**src/rtl/riscv_pkg.sv**
```systemverilog
// Shared execute-stage types: ALU opcodes and multi-cycle ALU states.
// Extended with iterative MUL/DIVU/REMU codes.
package riscv_pkg;

  typedef enum logic [3:0] {
    ADD  = 4'h0,
    SUB  = 4'h1,
    INV  = 4'h2,
    SLL  = 4'h3,
    SLR  = 4'h4,
    AND  = 4'h5,
    OR   = 4'h6,
    XOR  = 4'h7,
    SLT  = 4'h8,
    MUL  = 4'hA,
    DIVU = 4'hB,
    REMU = 4'hC
  } alu_src_t;

  typedef enum logic [1:0] {
    IDLE,
    BUSY,
    DONE
  } alu_state_t;

  function automatic logic is_muldiv(
    input logic [3:0] f
  );
    return (f == MUL) || (f == DIVU) ||
           (f == REMU);
  endfunction

endpackage

```
**src/rtl/alu_mc_if.sv**
```systemverilog
// Valid/ready operand and result bundle
// between operand-read, the ALU and writeback.
interface alu_mc_if #(
  parameter int WIDTH = 16
);
  logic             in_valid_i;
  logic             in_ready_o;
  logic [WIDTH-1:0] rs1_data_i;
  logic [WIDTH-1:0] rs2_data_i;
  logic [WIDTH-1:0] imm_data_i;
  logic             imm_en_i;
  logic             jalr_en_i;
  logic [3:0]       func4;
  logic             out_valid_o;
  logic             out_ready_i;
  logic [WIDTH-1:0] result_o;
  logic             busy_o;

  modport master (
    output in_valid_i, rs1_data_i,
    output rs2_data_i, imm_data_i,
    output imm_en_i, jalr_en_i,
    output func4, out_ready_i,
    input  in_ready_o, out_valid_o,
    input  result_o, busy_o
  );

  modport slave (
    input  in_valid_i, rs1_data_i,
    input  rs2_data_i, imm_data_i,
    input  imm_en_i, jalr_en_i,
    input  func4, out_ready_i,
    output in_ready_o, out_valid_o,
    output result_o, busy_o
  );
endinterface

```
**src/rtl/alu_muldiv_iter.sv**
```systemverilog
// Iterative unsigned MUL (shift-add) and
// DIVU/REMU (restoring) datapath, one bit per cycle.
module alu_muldiv_iter
  import riscv_pkg::*;
#(
  parameter int WIDTH = 16,
  parameter int SHW   = $clog2(WIDTH)
) (
  input  logic             clk_i,
  input  logic             rst_ni,
  input  logic             flush_i,
  input  logic             start,
  input  logic [3:0]       op,
  input  logic [WIDTH-1:0] a,
  input  logic [WIDTH-1:0] b,
  output logic             done,
  output logic [WIDTH-1:0] result
);

  logic             run;
  logic [SHW-1:0]   cnt;
  logic [3:0]       op_q;
  logic [WIDTH-1:0] acc;
  logic [WIDTH-1:0] q;
  logic [WIDTH-1:0] d;

  logic [WIDTH-1:0] acc_n;
  logic [WIDTH-1:0] q_n;
  logic [WIDTH-1:0] d_n;
  logic [WIDTH:0]   sh;
  logic [WIDTH:0]   diff;

  // MUL: acc=product, q=multiplier, d=multiplicand.
  // DIV: acc=remainder, q=dividend/quotient, d=divisor.
  always_comb begin
    sh    = {acc, q[WIDTH-1]};
    diff  = sh - {1'b0, d};
    acc_n = acc;
    q_n   = q;
    d_n   = d;
    if (op_q == MUL) begin
      acc_n = q[0] ? acc + d : acc;
      q_n   = q >> 1;
      d_n   = d << 1;
    end else if (!diff[WIDTH]) begin
      acc_n = diff[WIDTH-1:0];
      q_n   = {q[WIDTH-2:0], 1'b1};
    end else begin
      acc_n = sh[WIDTH-1:0];
      q_n   = {q[WIDTH-2:0], 1'b0};
    end
  end

  assign done   = run &&
                  (cnt == SHW'(WIDTH - 1));
  assign result = (op_q == DIVU) ? q_n : acc_n;

  always_ff @(posedge clk_i or negedge rst_ni) begin
    if (!rst_ni) begin
      run  <= 1'b0;
      cnt  <= '0;
      op_q <= '0;
      acc  <= '0;
      q    <= '0;
      d    <= '0;
    end else if (flush_i) begin
      run <= 1'b0;
      cnt <= '0;
    end else if (start) begin
      run  <= 1'b1;
      cnt  <= '0;
      op_q <= op;
      acc  <= '0;
      q    <= a;
      d    <= b;
    end else if (run) begin
      acc <= acc_n;
      q   <= q_n;
      d   <= d_n;
      cnt <= cnt + 1'b1;
      if (done) begin
        run <= 1'b0;
        cnt <= '0;
      end
    end
  end

endmodule

```
**src/rtl/alu_mc.sv**
```systemverilog
// Multi-cycle execute ALU: single-cycle ops, FSM
// and valid/ready handshake around the muldiv unit.
module alu_mc
  import riscv_pkg::*;
#(
  parameter int WIDTH = 16,
  parameter int SHW   = $clog2(WIDTH)
) (
  input  logic     clk_i,
  input  logic     rst_ni,
  input  logic     flush_i,
  alu_mc_if.slave  bus
);

  alu_state_t       state;
  alu_state_t       state_n;
  logic [WIDTH-1:0] opb;
  logic [WIDTH-1:0] alu_res;
  logic [WIDTH-1:0] jalr_sum;
  logic [WIDTH-1:0] result_q;
  logic [WIDTH-1:0] md_result;
  logic             md_done;
  logic             is_md;
  logic             accept;
  logic             in_ready;
  logic             out_valid;
  logic             busy;

  assign opb = bus.imm_en_i ? bus.imm_data_i
                            : bus.rs2_data_i;
  assign jalr_sum = bus.rs1_data_i +
                    bus.imm_data_i;
  assign is_md = !bus.jalr_en_i &&
                 is_muldiv(bus.func4);
  assign accept = bus.in_valid_i && in_ready &&
                  !flush_i;

  always_comb begin
    alu_res = '0;
    if (bus.jalr_en_i) begin
      alu_res = {jalr_sum[WIDTH-1:1], 1'b0};
    end else begin
      unique case (bus.func4)
        ADD: alu_res = bus.rs1_data_i + opb;
        SUB: alu_res = bus.rs1_data_i - opb;
        INV: alu_res = ~bus.rs1_data_i;
        SLL: alu_res = bus.rs1_data_i << opb;
        SLR: alu_res = bus.rs1_data_i >> opb;
        AND: alu_res = bus.rs1_data_i & opb;
        OR:  alu_res = bus.rs1_data_i | opb;
        XOR: alu_res = bus.rs1_data_i ^ opb;
        SLT: alu_res = WIDTH'(bus.rs1_data_i < opb);
        default: alu_res = '0;
      endcase
    end
  end

  alu_muldiv_iter #(
    .WIDTH (WIDTH),
    .SHW   (SHW)
  ) u_iter (
    .clk_i   (clk_i),
    .rst_ni  (rst_ni),
    .flush_i (flush_i),
    .start   (accept && is_md),
    .op      (bus.func4),
    .a       (bus.rs1_data_i),
    .b       (opb),
    .done    (md_done),
    .result  (md_result)
  );

  always_ff @(posedge clk_i or negedge rst_ni) begin
    if (!rst_ni) state <= IDLE;
    else         state <= state_n;
  end

  always_comb begin
    state_n = state;
    if (flush_i) begin
      state_n = IDLE;
    end else begin
      unique case (1'b1)
        state == IDLE: begin
          if (accept)
            state_n = is_md ? BUSY : DONE;
        end
        state == BUSY: begin
          if (md_done) state_n = DONE;
        end
        state == DONE: begin
          if (accept)
            state_n = is_md ? BUSY : DONE;
          else if (bus.out_ready_i)
            state_n = IDLE;
        end
        default: state_n = IDLE;
      endcase
    end
  end

  always_comb begin
    in_ready  = (state == IDLE) ||
                (state == DONE && bus.out_ready_i);
    out_valid = (state == DONE);
    busy      = (state == BUSY);
  end

  // Result is only written on a new single-cycle
  // accept or at the final iteration; stalls hold it.
  always_ff @(posedge clk_i or negedge rst_ni) begin
    if (!rst_ni) begin
      result_q <= '0;
    end else if (flush_i) begin
      result_q <= '0;
    end else if (accept && !is_md) begin
      result_q <= alu_res;
    end else if (state == BUSY && md_done) begin
      result_q <= md_result;
    end
  end

  assign bus.in_ready_o  = in_ready;
  assign bus.out_valid_o = out_valid;
  assign bus.busy_o      = busy;
  assign bus.result_o    = result_q;

endmodule

```
**src/flat_wrapper.sv**
```systemverilog
// flat-port wrapper written by rule: the top's interface ports become plain ports
module alu_mc_flat import riscv_pkg::*;
#(
  parameter int WIDTH = 16,
  parameter int SHW   = $clog2(WIDTH)
)
  (clk_i, rst_ni, flush_i, bus_in_valid_i, bus_rs1_data_i, bus_rs2_data_i, bus_imm_data_i, bus_imm_en_i, bus_jalr_en_i, bus_func4, bus_out_ready_i, bus_in_ready_o, bus_out_valid_o, bus_result_o, bus_busy_o);
  alu_mc_if #(.WIDTH(WIDTH)) bus_i ();
  input  logic clk_i;
  input  logic rst_ni;
  input  logic flush_i;
  input wire logic [$bits(bus_i.in_valid_i)-1:0] bus_in_valid_i;
  input wire logic [$bits(bus_i.rs1_data_i)-1:0] bus_rs1_data_i;
  input wire logic [$bits(bus_i.rs2_data_i)-1:0] bus_rs2_data_i;
  input wire logic [$bits(bus_i.imm_data_i)-1:0] bus_imm_data_i;
  input wire logic [$bits(bus_i.imm_en_i)-1:0] bus_imm_en_i;
  input wire logic [$bits(bus_i.jalr_en_i)-1:0] bus_jalr_en_i;
  input wire logic [$bits(bus_i.func4)-1:0] bus_func4;
  input wire logic [$bits(bus_i.out_ready_i)-1:0] bus_out_ready_i;
  output wire logic [$bits(bus_i.in_ready_o)-1:0] bus_in_ready_o;
  output wire logic [$bits(bus_i.out_valid_o)-1:0] bus_out_valid_o;
  output wire logic [$bits(bus_i.result_o)-1:0] bus_result_o;
  output wire logic [$bits(bus_i.busy_o)-1:0] bus_busy_o;
  assign bus_i.in_valid_i = bus_in_valid_i;
  assign bus_i.rs1_data_i = bus_rs1_data_i;
  assign bus_i.rs2_data_i = bus_rs2_data_i;
  assign bus_i.imm_data_i = bus_imm_data_i;
  assign bus_i.imm_en_i = bus_imm_en_i;
  assign bus_i.jalr_en_i = bus_jalr_en_i;
  assign bus_i.func4 = bus_func4;
  assign bus_i.out_ready_i = bus_out_ready_i;
  assign bus_in_ready_o = bus_i.in_ready_o;
  assign bus_out_valid_o = bus_i.out_valid_o;
  assign bus_result_o = bus_i.result_o;
  assign bus_busy_o = bus_i.busy_o;
  alu_mc #(.WIDTH(WIDTH), .SHW(SHW)) u_core (.clk_i(clk_i), .rst_ni(rst_ni), .flush_i(flush_i), .bus(bus_i));
endmodule
```
**config.mk**
```make
export PLATFORM = sky130hd
export DESIGN_NAME = alu_mc_flat
export DESIGN_NICKNAME = d
export VERILOG_FILES = /design/src/rtl/riscv_pkg.sv /design/src/rtl/alu_mc_if.sv /design/src/rtl/alu_muldiv_iter.sv /design/src/rtl/alu_mc.sv /design/src/flat_wrapper.sv
export SDC_FILE = /design/constraint.sdc
export NUM_CORES = 1
export LEC_CHECK = 0
export ABC_AREA = 0
export BUFFER_PORTS_ARGS = -buffer_cell sky130_fd_sc_hd__buf_2
export CAP_MARGIN = 15
export CORE_MARGIN = 4
export CORE_UTILIZATION = 65
export CTS_CLUSTER_SIZE = 25
export DETAILED_ROUTE_END_ITERATION = 12
export PLACE_DENSITY = 0.95
export SYNTH_ARGS = -nofsm -noshare
export SYNTH_HDL_FRONTEND = slang
export SYNTH_SLANG_ARGS = --single-unit
```
**constraint.sdc**
```tcl
create_clock -name clk_i -period 9.5 [get_ports clk_i]
set_input_delay 1.9 -clock clk_i [delete_from_list [all_inputs] [get_ports clk_i]]
set_output_delay 1.9 -clock clk_i [all_outputs]
set_load 0.1 [all_outputs]
```
==> results.cfg <==
[power_and_ir_drop]
p_leak_nw = 4.90
finalPower_mw = 2.67
ir_drop_uv = 193
p_per_area_nw_per_um2 = 239

[place]
post-dp-hpwl_um = 30200
gp_congestion = 1.04
dp.cells = 1622
io_buffers = 77
placed_area_um2 = 10900

[critical_path]
cp.depth = 13
critPathMaxStageDelay_ns = 0.97
r2r_end = u_core.bus.result_o[13]
required_ns = 9.73
path_cells = buf_2 > mux2i_4 > inv_2 > ha_1 > a21o_1 > a21oi_1 > o21ai_0 > a31oi_1 > o21ai_0 > a2bb2oi_1 > a2111oi_0 > o22ai_1 > o221a_2
startpoint = bus_imm_en_i
startpoint_type = input pin
critical_path.endpoint = u_core.bus.result_o[11]
cp_max_fo = 30
worstSetupEndpointType = flip-flop
cp_common_cell = o21ai_0
critPathSlowestCell = mux2i_4
crit_family = compound AO/OA/AOI/OAI gates
ff2ff_setup_slack_ns = 5.07
worstPathArrival_ns = 6.59
reg2reg_depth = 13
cp_num_buf_inv = 2
r2r_start = u_core.u_iter.d[0]
critPathKind = input pin to flip-flop

[timing]
fin_skew_ns = 0.0165
max_slew_margin = 0.229
final-setup-viol-count = 0
worst_pin_slew_ns = 1.15
final_hold_viol_count = 0
min_period_over_period = 0.670
rsz0062_at_grt = no
fmax_mhz = 157
tns_ns = 0
slew_violations = 0
period_minus_slack_ns = 6.36

[clocking]
cts_max_path_buffers = 2
post_cts_buffers = 0
clk_latency_ns = 0.35
root_buffer = clkbuf_16
cts_tree = yes
path_clk_slew_ns = 0.06
ctsResizeCount = 0
cts_sinks = 75
cts_made_buffers = 9
holdBufCountCts = 0
ctsHtreeMaxLevel = 3

[routing]
ant_nets = 0
drt-pass1-iter-count = 7
vias = 12000
viasPerCell = 7.33
drc = 0
wire_per_inst_um = 24.7
drt-total-wl_um = 40400
drt_iter0_drc = 1927

[outcome]
outcome = finished clean

[final_layout]
fill_cells = 1265
nNetsFinal = 1575
drive_above_1_share = 0.113
area_growth_pct = 7.13
finalNonFillerCells = 1639
final_cell_area_um2 = 11200

[floorplan]
die-area_um2 = 18200
die_w_um = 135
start_util = 0.661
die_h_um = 135
core_um2 = 15800
ios = 78
row_count = 46

[synth]
synth_top_cell_by_area = dfrtp_1
syn_nets = 1558
synth_edf_count = 0
avgSynthCellArea_um2 = 7.47
yosysTopAreaCellShare = 0.179
synth_area_leaders = dfrtp_1 18%, ha_1 11%, a21oi_1 7.5%
yosysWarningCount = 0
ys_seq_elements = 75
synth_cell_types = 79
netlist_area_um2 = 10500
synthCells = 1400
dominantRegCellSynth = dfrtp_1
seq_area_frac_synth = 0.179
async_flop_share = 1.00

[global_route]
grt_usage = 0.439
grt_pass1_wl_um = 62400
overflow = 0
antenna_found_initial = 0
grt_pass1_vias = 11100
grt_max_degree = 76

[hold_path]
hp-class = flip-flop to flip-flop

[run]
maxCapViolCount = 0
[cells by family (layout without fill, tap and decap cells)]
logic type,after synthesis,in the layout,synth area share
adders and majority gates,99,99,0.122
buffers and inverters,163,185,0.0617
xor gates and xnor gates,42,42,0.0352
other,0,1,0
muxes,67,67,0.0871
DFF,75,75,0.179
and+or+nand+nor,433,433,0.191
AOI/OAI and AO/OA,521,521,0.324
[worst min path at each step]
stage                           from               endpoint  slack [ns]  cells past startpoint
4_1_cts        u_core.u_iter.op_q[3]  u_core.u_iter.op_q[3]        0.47                      1
5_1_grt        u_core.u_iter.op_q[3]  u_core.u_iter.op_q[3]        0.50                      1
2_1_floorplan  u_core.u_iter.op_q[3]  u_core.u_iter.op_q[3]        0.44                      1
3_3_place_gp   u_core.u_iter.op_q[3]  u_core.u_iter.op_q[3]        0.45                      1
3_5_place_dp   u_core.u_iter.op_q[3]  u_core.u_iter.op_q[3]        0.45                      1
6_report       u_core.u_iter.op_q[3]  u_core.u_iter.op_q[3]        0.47                      1
[cells in the final DEF (no fill, tap or decap), types with 9 or more instances in the layout]
cell       netlist  final
mux2i_1         46     45
a22o_1          12     12
buf_4            0     19
mux4_2          17     17
o21a_1           9      9
dfrtp_1         75     75
nand2_1        169    169
xor2_1          13     13
o221ai_1         9      9
ha_1            94     94
and3_1          11     11
a211oi_1        25     25
o21ai_0        103    102
a31oi_1         19     19
nand3_1         29     29
nand2b_1        13     13
a21oi_1        156    156
inv_1           72     72
nor3_1          32     32
and2_1          11     11
xnor2_1         29     28
o22ai_1         17     17
a21o_1          20     20
a221oi_1        14     14
o31ai_1         21     21
nor2_1         103    103
clkbuf_16        0      9
buf_2            9     76
o211ai_1        25     25
nor2b_1         16     15
[synth_stat cells (all sizes together) (16+ instances only)]
cell type and count:
dfrtp 75, mux2i 48, a211oi 25, clkbuf 69
xnor2 29, o31ai 21, ha 94, o211ai 25
nand3 29, nand2 170, inv 73, a31oi 19
nor2 103, buf 20, o22ai 17, nor2b 16
mux4 17, a21o 20, o21ai 104, a21oi 157
nor3 32
[state kept, by name (all words and copies together), names as in the netlist]
| name | flops |
|---|---|
| u_core.u_iter.acc | 16 |
| u_core.u_iter.op_q | 4 |
| u_core.u_iter.cnt | 4 |
| u_core.state | 2 |
| u_core.u_iter.d | 16 |
| u_core.u_iter.run | 1 |
| u_core.bus.result_o | 16 |
| u_core.u_iter.q | 16 |
[per-layer routing]
layer,vias up,track usage,routed length [um]
met1,5553,0.581,14900
met4,0,0.175,2140
met2,995,0.657,16900
li1,5251,-,-
met3,221,0.155,6410
met5,-,0,0
[layout make-up]
cell class | instances | area, um2 | share of cell area
repair buffers | 95 | 523 | 0.0467
multi-input cells | 1162 | 7970 | 0.712
clock buffers | 10 | 239 | 0.0213
well taps | 216 | 270 | 0.0241
flip-flops and latches | 75 | 1880 | 0.168
diodes | 1 | 2.50 | 0.000223
clock inverters | 6 | 38.8 | 0.00346
inverters | 74 | 278 | 0.0248
[through the flow]
stage | hold slack (ns) | util | worst slack (ns)
finish | 0.472 | 0.708 | 3.14
detailed placement | 0.453 | 0.690 | 2.97
floorplan | 0.435 | - | 4.17
global placement | 0.451 | 0.690 | 3.07
global route | 0.500 | 0.708 | 2.82
CTS | 0.471 | 0.708 | 3.33
[power breakdown]
part	switching, mW	internal, mW
Clock	0.154	0.184
Combinational	1.18	0.654
Sequential	0.107	0.388
Total	1.45	1.23
Note: power is estimated with default switching activity, not from simulation.
